--- src/rtl/sat_pkg.sv ---
// Shared constants, record layout and FSM state encoding for the satellite packet assembler.
package sat_pkg;
   localparam logic [7:0] SYNC_DEFAULT   = 8'hA5;
   localparam int         PKT_DATA_BYTES = 16;
   localparam int         ID_W           = 5;
   localparam int         FIELD_W        = 32;
   localparam int         REC_W          = 128;

   typedef enum logic [2:0] {
      ST_HUNT,
      ST_ID,
      ST_DATA,
      ST_CSUM,
      ST_WRITE
   } sat_state_e;

   typedef struct packed {
      logic [FIELD_W-1:0] tim;
      logic [FIELD_W-1:0] xpos;
      logic [FIELD_W-1:0] ypos;
      logic [FIELD_W-1:0] zpos;
   } sat_rec_t;
endpackage

--- src/rtl/sat_gap_timer.sv ---
// Inter-byte gap timer: a down-counter reloaded by clear.
// expired flags the edge on which the idle count would reach TIMEOUT.
module sat_gap_timer #(
   parameter int TIMEOUT = 1000
) (
   input  logic clk,
   input  logic rst,
   input  logic clear,
   input  logic enable,
   output logic expired
);
   localparam int             CW   = (TIMEOUT > 1) ? $clog2(TIMEOUT) : 1;
   localparam logic [CW-1:0]  LOAD = CW'(TIMEOUT - 1);

   logic [CW-1:0] cnt_q, cnt_d;

   always_comb begin
      cnt_d = cnt_q;
      if (clear) begin
         cnt_d = LOAD;
      end else if (enable && (cnt_q != '0)) begin
         cnt_d = cnt_q - CW'(1);
      end
   end

   always_ff @(posedge clk) begin
      if (rst) begin
         cnt_q <= LOAD;
      end else begin
         cnt_q <= cnt_d;
      end
   end

   // a byte on the same edge clears the timer, so it always beats the abort
   assign expired = enable && !clear && (cnt_q == '0);
endmodule

--- src/rtl/sat_packet_assembler.sv ---
// Assembles SYNC/ID/16-data/CSUM byte packets into satellite records and
// issues a one-cycle RAM write strobe for each packet with a valid checksum.
//
// state    | meaning
// ST_HUNT  | waiting for SYNC
// ST_ID    | expecting ID byte
// ST_DATA  | collecting 16 data bytes
// ST_CSUM  | expecting checksum byte
// ST_WRITE | one-cycle write strobe, evaluates input as HUNT
module sat_packet_assembler
   import sat_pkg::*;
#(
   parameter int         TIMEOUT = 1000,
   parameter logic [7:0] SYNC    = SYNC_DEFAULT
) (
   input  logic               clk,
   input  logic               rst,
   input  logic [7:0]         din,
   input  logic               din_valid,
   output logic               rnw,
   output logic [ID_W-1:0]    wa,
   output logic [FIELD_W-1:0] tim,
   output logic [FIELD_W-1:0] xpos,
   output logic [FIELD_W-1:0] ypos,
   output logic [FIELD_W-1:0] zpos,
   output logic               busy,
   output logic [7:0]         err_count
);
   localparam logic [3:0] LAST_BYTE = 4'(PKT_DATA_BYTES - 1);

   sat_state_e       state_q, state_d;
   logic [3:0]       byte_cnt_q, byte_cnt_d;
   logic [7:0]       csum_q, csum_d;
   logic [ID_W-1:0]  id_q, id_d;
   logic [REC_W-1:0] shift_q, shift_d;
   logic [ID_W-1:0]  wa_q, wa_d;
   sat_rec_t         rec_q, rec_d;
   logic [7:0]       err_q, err_d;
   logic             pkt_err;
   logic             gap_en, gap_expired;

   assign gap_en = (state_q == ST_ID) || (state_q == ST_DATA) || (state_q == ST_CSUM);

   sat_gap_timer #(.TIMEOUT(TIMEOUT)) u_gap_timer (
      .clk     (clk),
      .rst     (rst),
      .clear   (din_valid || !gap_en),
      .enable  (gap_en),
      .expired (gap_expired)
   );

   always_ff @(posedge clk) begin
      if (rst) begin
         state_q <= ST_HUNT;
      end else begin
         state_q <= state_d;
      end
   end

   always_comb begin
      state_d = state_q;
      pkt_err = 1'b0;
      unique case (state_q)
         ST_HUNT, ST_WRITE: begin
            state_d = (din_valid && (din == SYNC)) ? ST_ID : ST_HUNT;
         end
         ST_ID: begin
            if (din_valid) begin
               if (din[7:5] == 3'b000) begin
                  state_d = ST_DATA;
               end else begin
                  state_d = ST_HUNT;
                  pkt_err = 1'b1;
               end
            end else if (gap_expired) begin
               state_d = ST_HUNT;
               pkt_err = 1'b1;
            end
         end
         ST_DATA: begin
            if (din_valid) begin
               if (byte_cnt_q == LAST_BYTE) state_d = ST_CSUM;
            end else if (gap_expired) begin
               state_d = ST_HUNT;
               pkt_err = 1'b1;
            end
         end
         ST_CSUM: begin
            if (din_valid) begin
               if (din == csum_q) begin
                  state_d = ST_WRITE;
               end else begin
                  state_d = ST_HUNT;
                  pkt_err = 1'b1;
               end
            end else if (gap_expired) begin
               state_d = ST_HUNT;
               pkt_err = 1'b1;
            end
         end
         default: state_d = ST_HUNT;
      endcase
   end

   always_comb begin
      rnw  = (state_q == ST_WRITE);
      busy = (state_q != ST_HUNT);
   end

   always_comb begin
      byte_cnt_d = byte_cnt_q;
      csum_d     = csum_q;
      id_d       = id_q;
      shift_d    = shift_q;
      wa_d       = wa_q;
      rec_d      = rec_q;
      err_d      = err_q;
      if ((state_q == ST_ID) && din_valid) begin
         byte_cnt_d = '0;
         csum_d     = din;
         id_d       = din[ID_W-1:0];
      end
      if ((state_q == ST_DATA) && din_valid) begin
         byte_cnt_d = byte_cnt_q + 4'd1;
         csum_d     = csum_q ^ din;
         shift_d    = {shift_q[REC_W-9:0], din};
      end
      // published fields only move when a checked packet commits
      if ((state_q == ST_CSUM) && (state_d == ST_WRITE)) begin
         wa_d  = id_q;
         rec_d = sat_rec_t'(shift_q);
      end
      if (pkt_err && (err_q != 8'hFF)) begin
         err_d = err_q + 8'd1;
      end
   end

   always_ff @(posedge clk) begin
      if (rst) begin
         byte_cnt_q <= '0;
         csum_q     <= '0;
         id_q       <= '0;
         shift_q    <= '0;
         wa_q       <= '0;
         rec_q      <= '0;
         err_q      <= '0;
      end else begin
         byte_cnt_q <= byte_cnt_d;
         csum_q     <= csum_d;
         id_q       <= id_d;
         shift_q    <= shift_d;
         wa_q       <= wa_d;
         rec_q      <= rec_d;
         err_q      <= err_d;
      end
   end

   assign wa        = wa_q;
   assign tim       = rec_q.tim;
   assign xpos      = rec_q.xpos;
   assign ypos      = rec_q.ypos;
   assign zpos      = rec_q.zpos;
   assign err_count = err_q;
endmodule

--- config.mk ---
export PLATFORM = sky130hd
export DESIGN_NAME = sat_packet_assembler
export DESIGN_NICKNAME = d
export VERILOG_FILES = /design/src/rtl/sat_pkg.sv /design/src/rtl/sat_gap_timer.sv /design/src/rtl/sat_packet_assembler.sv
export SDC_FILE = /design/constraint.sdc
export NUM_CORES = 1
export LEC_CHECK = 0
export BUFFER_PORTS_ARGS = -buffer_cell sky130_fd_sc_hd__buf_2
export CELL_PAD_IN_SITES_DETAIL_PLACEMENT = 0
export CELL_PAD_IN_SITES_GLOBAL_PLACEMENT = 1
export CORE_AREA = 2 2 181 166
export CTS_CLUSTER_SIZE = 20
export DETAILED_ROUTE_END_ITERATION = 6
export DIE_AREA = 0 0 183 168
export PLACE_DENSITY_LB_ADDON = 0.15
export SLEW_MARGIN = 20
export SYNTH_ARGS = -nofsm -noshare
export SYNTH_HDL_FRONTEND = slang
export SYNTH_SLANG_ARGS = --single-unit
--- constraint.sdc ---
create_clock -name clk -period 2.01 [get_ports clk]
set_input_delay 0.603 -clock clk [delete_from_list [all_inputs] [get_ports clk]]
set_output_delay 0.603 -clock clk [all_outputs]
set_load 0.05 [all_outputs]
After elaboration in Yosys (flattened, before gate mapping)
Cells that the tools add are included.

word-level totals
  bits in registers = 299
  input port bits = 11
  output and inout bits = 143
  logic and storage cells = 66

operators by class
  $add $sub $neg = 3
  equal/unequal tests = 9
  mux-type cells = 20
  bitwise gates (word level) = 1
  reduce and logical (&&, ||, !) cells = 21

operator list
  kind                     count
  $mux W3                  6
  $mux W8                  2
  $pmux W3 S4              1
  $logic_not A10 Y1        1
  $reduce_bool A10 Y1      1
  $sub A10 B1 Y10 const B  1
  $add A8 B1 Y8 const B    1
  $eq A8 B8 Y1             1
  $eq A8 B8 Y1 const B     1
  $logic_and A1 B1 Y1      8
  $mux W4                  2
  $ne A8 B8 Y1 const B     1
  $xor A8 B8 Y8            1
  $mux W1                  7
  $eq A3 B2 Y1 const B     2
  $eq A3 B3 Y1 const B     2
  $logic_not A3 Y1         2
  $add A4 B1 Y4 const B    1
  $eq A4 B4 Y1 const B     1
  $reduce_or A2 Y1         2
  $eq A3 B1 Y1 const B     1
  $logic_or A1 B1 Y1       3
  $pmux W1 S3              1
  $reduce_bool A3 Y1       1
  3 further kinds          4

Logic depth before layout (Yosys ltp)
  depth after elaboration = 13
  gate-level depth with buffers = 9
  mapped depth without buffers = 6

By module
A second synthesis with hierarchy kept.

unflattened totals
  cells, all modules = 1,389
  area, all modules = 10,981.8 um^2

by module, submodules not included
  module                times used  cells each  area each (um^2)  sequential area each (um^2)
  sat_packet_assembler  1           1,316       10,372.4          5,785.5
  sat_gap_timer         1           73          609.3             200.2

Least setup slack after synthesis
No wires, ideal clock.

  path type = register -> output
  start point = register state_q[0]
  end point = output rnw
  data arrival time = 1.630 ns
  data required time = 1.407 ns
  setup slack = -0.223 ns
  cell stages (with the launch flop) = 3
  path buffers = 1
  cells stage by stage = dfxtp_1 > buf_4 > nor3b_1

between the ends
  word-level cells in the longest chain between the ends = 1

RTL lines
  element                 RTL line                     RTL
  start, declared         sat_packet_assembler.sv:31   sat_state_e state_q, state_d;
  start signal, assigned  sat_packet_assembler.sv:56   state_q <= state_d;
  $eq A3 B3 Y1            sat_packet_assembler.sv:106  rnw = (state_q == ST_WRITE);
  end, declared           sat_packet_assembler.sv:20   output logic rnw,

Every way passes these cells.

Final worst setup path
  start point = register state_q[2]
  end point = output busy

between the ends
  word-level cells in the longest chain between the ends = 1

RTL lines
  element             RTL line                     RTL
  $reduce_bool A3 Y1  sat_packet_assembler.sv:107  busy = (state_q != ST_HUNT);
  end, declared       sat_packet_assembler.sv:26   output logic busy,

Every way passes these cells.

==> results.txt <==
H-tree depth -> 1
Count of final hold-check violations -> 0
Commonest non-fill, non-tap cells in the layout -> dfxtp_1 (294), nand2_1 (280), nor2_1 (157), buf_2 (150), a21oi_1 (148)
Worst r2r src -> state_q[2]
Number of antenna cells inserted -> 0
Post-Syn Nets -> 1241
Design Area, Final -> 14000 um^2
Die Span X -> 183 um
DR iter-0 viols -> 372
Ys async rst share -> 0
Max Freq -> 480 MHz
Leak pwr -> 5.26 nW
Synth cell types -> 53
R2R setup slack -> 60 ps
Slew @ Worst Pin -> 440 ps
Clock sinks -> 299
Worst-path clk slew -> 60 ps
# rows -> 60
Arr. time, crit path -> 1480 ps
First-pass GRT wire length -> 43000 um
Post-synth EDFFs -> 0
Largest net degree at the start of global routing -> 86
Post-Synthesis Cells -> 1226
Syn Area/Cell -> 9.06 um^2
Area delta synth->final -> 26.2%
WL per Instance -> 15.0 um
Synthesized area -> 11100 um^2
CTS tree -> built
GRT Overall Usage -> 0.168
Total die area -> 30700 um^2
Final nets -> 1424
NetSw -> 2.45 mW
Layout Cells excl Fill -> 1806
FILL cells -> 2914
Via Count -> 8659
Clock network fraction of design power -> 0.475
Clock Tree Buf Depth -> 3
Finished Core Util -> 0.481
Final HPWL DP -> 17300 um
CP Launch Point -> state_q[2]
Register area share after synthesis -> 0.539
Vias per inst -> 4.79
Power share of the combinational group -> 0.017
1st-pass router iterations -> 4
Final setup fails -> 1
Worst R2R End -> err_count[5]
WP data required -> 1410 ps
WL final -> 27100 um
Worst hold slack -> 391 ps
Antenna violations before repair -> 0
Status -> finished, violations left
Crit. End Element -> primary output
Die Y -> 168 um
Share of cells above drive strength 1 -> 0.220
Worst slew margin -> 0.704
Clock skew -> 13.3 ps
Post-route DRC violation count -> 0
Reg2reg path depth -> 7
Switch share -> 0.210
Gr ovfl total -> 0
Period Utilization, post-route -> 1.04
Power Internal -> 9.21 mW
Max Slew Vio Count -> 0
Worst min-delay path class -> primary input to register
Starting density of the core -> 0.381
Area of the multi-input gates -> 4780 um^2
CORE AREA -> 29100 um^2
Crit-path max FO -> 3
Critical path class -> register to primary output
Placed inst area -> 12700 um^2
Violated checks -> setup timing
Seq cells post-synth -> 299
Max_cap viols -> 0
CTS Root Cell -> clkbuf_16
Crit path capture -> busy
Max VDD drop -> 0.614 mV
Port Buffers -> 153
Commonest non-fill, non-tap cell in the layout -> dfxtp_1
Routability cong. -> 0.746
Vias in the first global route -> 8198
Antenna Nets Post-Route -> 0
Crit path launch type -> register
Final setup margin -> -71.3 ps
RSZ-0062 raised after global routing -> true
Main flop type after synthesis -> dfxtp_1
TritonCTS buffer count -> 31
Tmin final -> 2080 ps
Placed cells -> 1734
Synth Warn # -> 0
FF+latch area -> 5990 um^2
Cts hold-fix bufs -> 0
Num ports -> 154
Sequential cell fraction of total power -> 0.508
Pwr per Cell Area -> 832 nW/um^2
Clock latency on the worst-skew pair -> 550 ps
-- worst max-delay path: stages (launching register included) --
cell     delay, ps
dfxtp_2        330
buf_6          110
or3_4          330
buf_8          160
-- cell families (layout without fill, tap and decap cells) --
kind of cell             after synthesis  after routing  synth area share
AND/OR/NAND/NOR                      497            497             0.184
flip-flops                           299            299             0.539
AO/OA/AOI/OAI                        182            182            0.0924
multiplexers                         139            139             0.126
buffers and inverters                 89            297            0.0414
XOR/XNOR                              16             16            0.0126
adder cells (fa/ha/maj)                4              4           0.00451
-- registers in the layout, indices dropped and copies added, names as in the netlist, 8 cells and up --
register / cells
shift_q: 128
tim: 32
xpos: 32
ypos: 32
zpos: 32
u_gap_timer.cnt_q: 10
csum_q: 8
err_count: 8
-- how the worst min path moves through the flow --
stage,startpoint,endpoint,depth (start not counted)
2_1_floorplan,id_q[0],id_q[0],2
3_3_place_gp,shift_q[122],shift_q[122],2
3_5_place_dp,shift_q[122],shift_q[122],2
4_1_cts,rst,zpos[4],2
5_1_grt,rst,byte_cnt_q[0],2
6_report,rst,zpos[4],2
-- area by class of cell --
cell class	count	share of cell area
clock inverter	10	0.00563
tap	372	0.0332
multi-input combinational	838	0.341
timing repair buffer	236	0.127
clock buffer	48	0.0649
inverter	3	0.000804
sequential	299	0.428
-- per-stage QoR --
| stage | worst slack (ps) | power (mW) | setup TNS [ps] |
|---|---|---|---|
| floorplan | -0.175 | 6.17 | -8.75 |
| finish | -71.3 | 11.7 | -71.3 |
| detailed placement | -268 | 6.25 | -32170 |
| global placement | -272 | 6.25 | -33100 |
| CTS | -106 | 11.8 | -106 |
| global route | -121 | 12.1 | -1600 |
-- cell usage after synthesis (2+ instances only) --
cell type | count | share of area
dfxtp_1 | 299 | 0.54
nand3_1 | 10 | 0.0045
xnor2_1 | 11 | 0.0087
or3_1 | 2 | 0.0011
buf_4 | 7 | 0.0047
a21oi_1 | 150 | 0.068
o21ai_0 | 5 | 0.0023
inv_1 | 3 | 0.0010
nor4_1 | 5 | 0.0028
o211ai_1 | 2 | 0.0014
o21bai_1 | 4 | 0.0027
nand2_1 | 281 | 0.095
nor2b_1 | 5 | 0.0028
a311oi_1 | 4 | 0.0032
nand3b_1 | 2 | 0.0014
ha_1 | 4 | 0.0045
nor3_1 | 6 | 0.0027
clkbuf_1 | 55 | 0.019
nand4_1 | 11 | 0.0062
buf_1 | 3 | 0.0010
mux2i_1 | 133 | 0.12
xor2_1 | 5 | 0.0039
buf_6 | 10 | 0.010
buf_2 | 10 | 0.0045
a32oi_1 | 2 | 0.0016
and3_1 | 3 | 0.0017
mux2_1 | 5 | 0.0051
nor2_1 | 157 | 0.053
and2_1 | 3 | 0.0017
a2111oi_2 | 3 | 0.0041
nor3b_1 | 2 | 0.0014
a31oi_1 | 3 | 0.0017
-- layer usage --
layer / GRT usage / up-vias / part of all wire
met5: 0 / - / 0
met1: 0.245 / 4020 / 0.51
li1: - / 4471 / -
met4: 0.0341 / 0 / 0.015
met2: 0.253 / 141 / 0.43
met3: 0.0415 / 27 / 0.053
-- power by group through the flow --
stage	combinational, mW	clock, mW	sequential, mW
after floorplan	0.111	0	6.06
after global placement	0.192	0	6.06
after detailed placement	0.191	0	6.06
after CTS	0.191	5.73	5.92
after global routing	0.211	5.96	5.92
final	0.193	5.54	5.93
-- what timing repair did --
action | CTS | global route
pin swaps | 1 | 5
gates cloned | 0 | 5
setup endpoints to repair | 2 | 122
gates resized for setup | 9 | 27
setup buffers | 2 | 7
(Power assumes the default switching activity.)
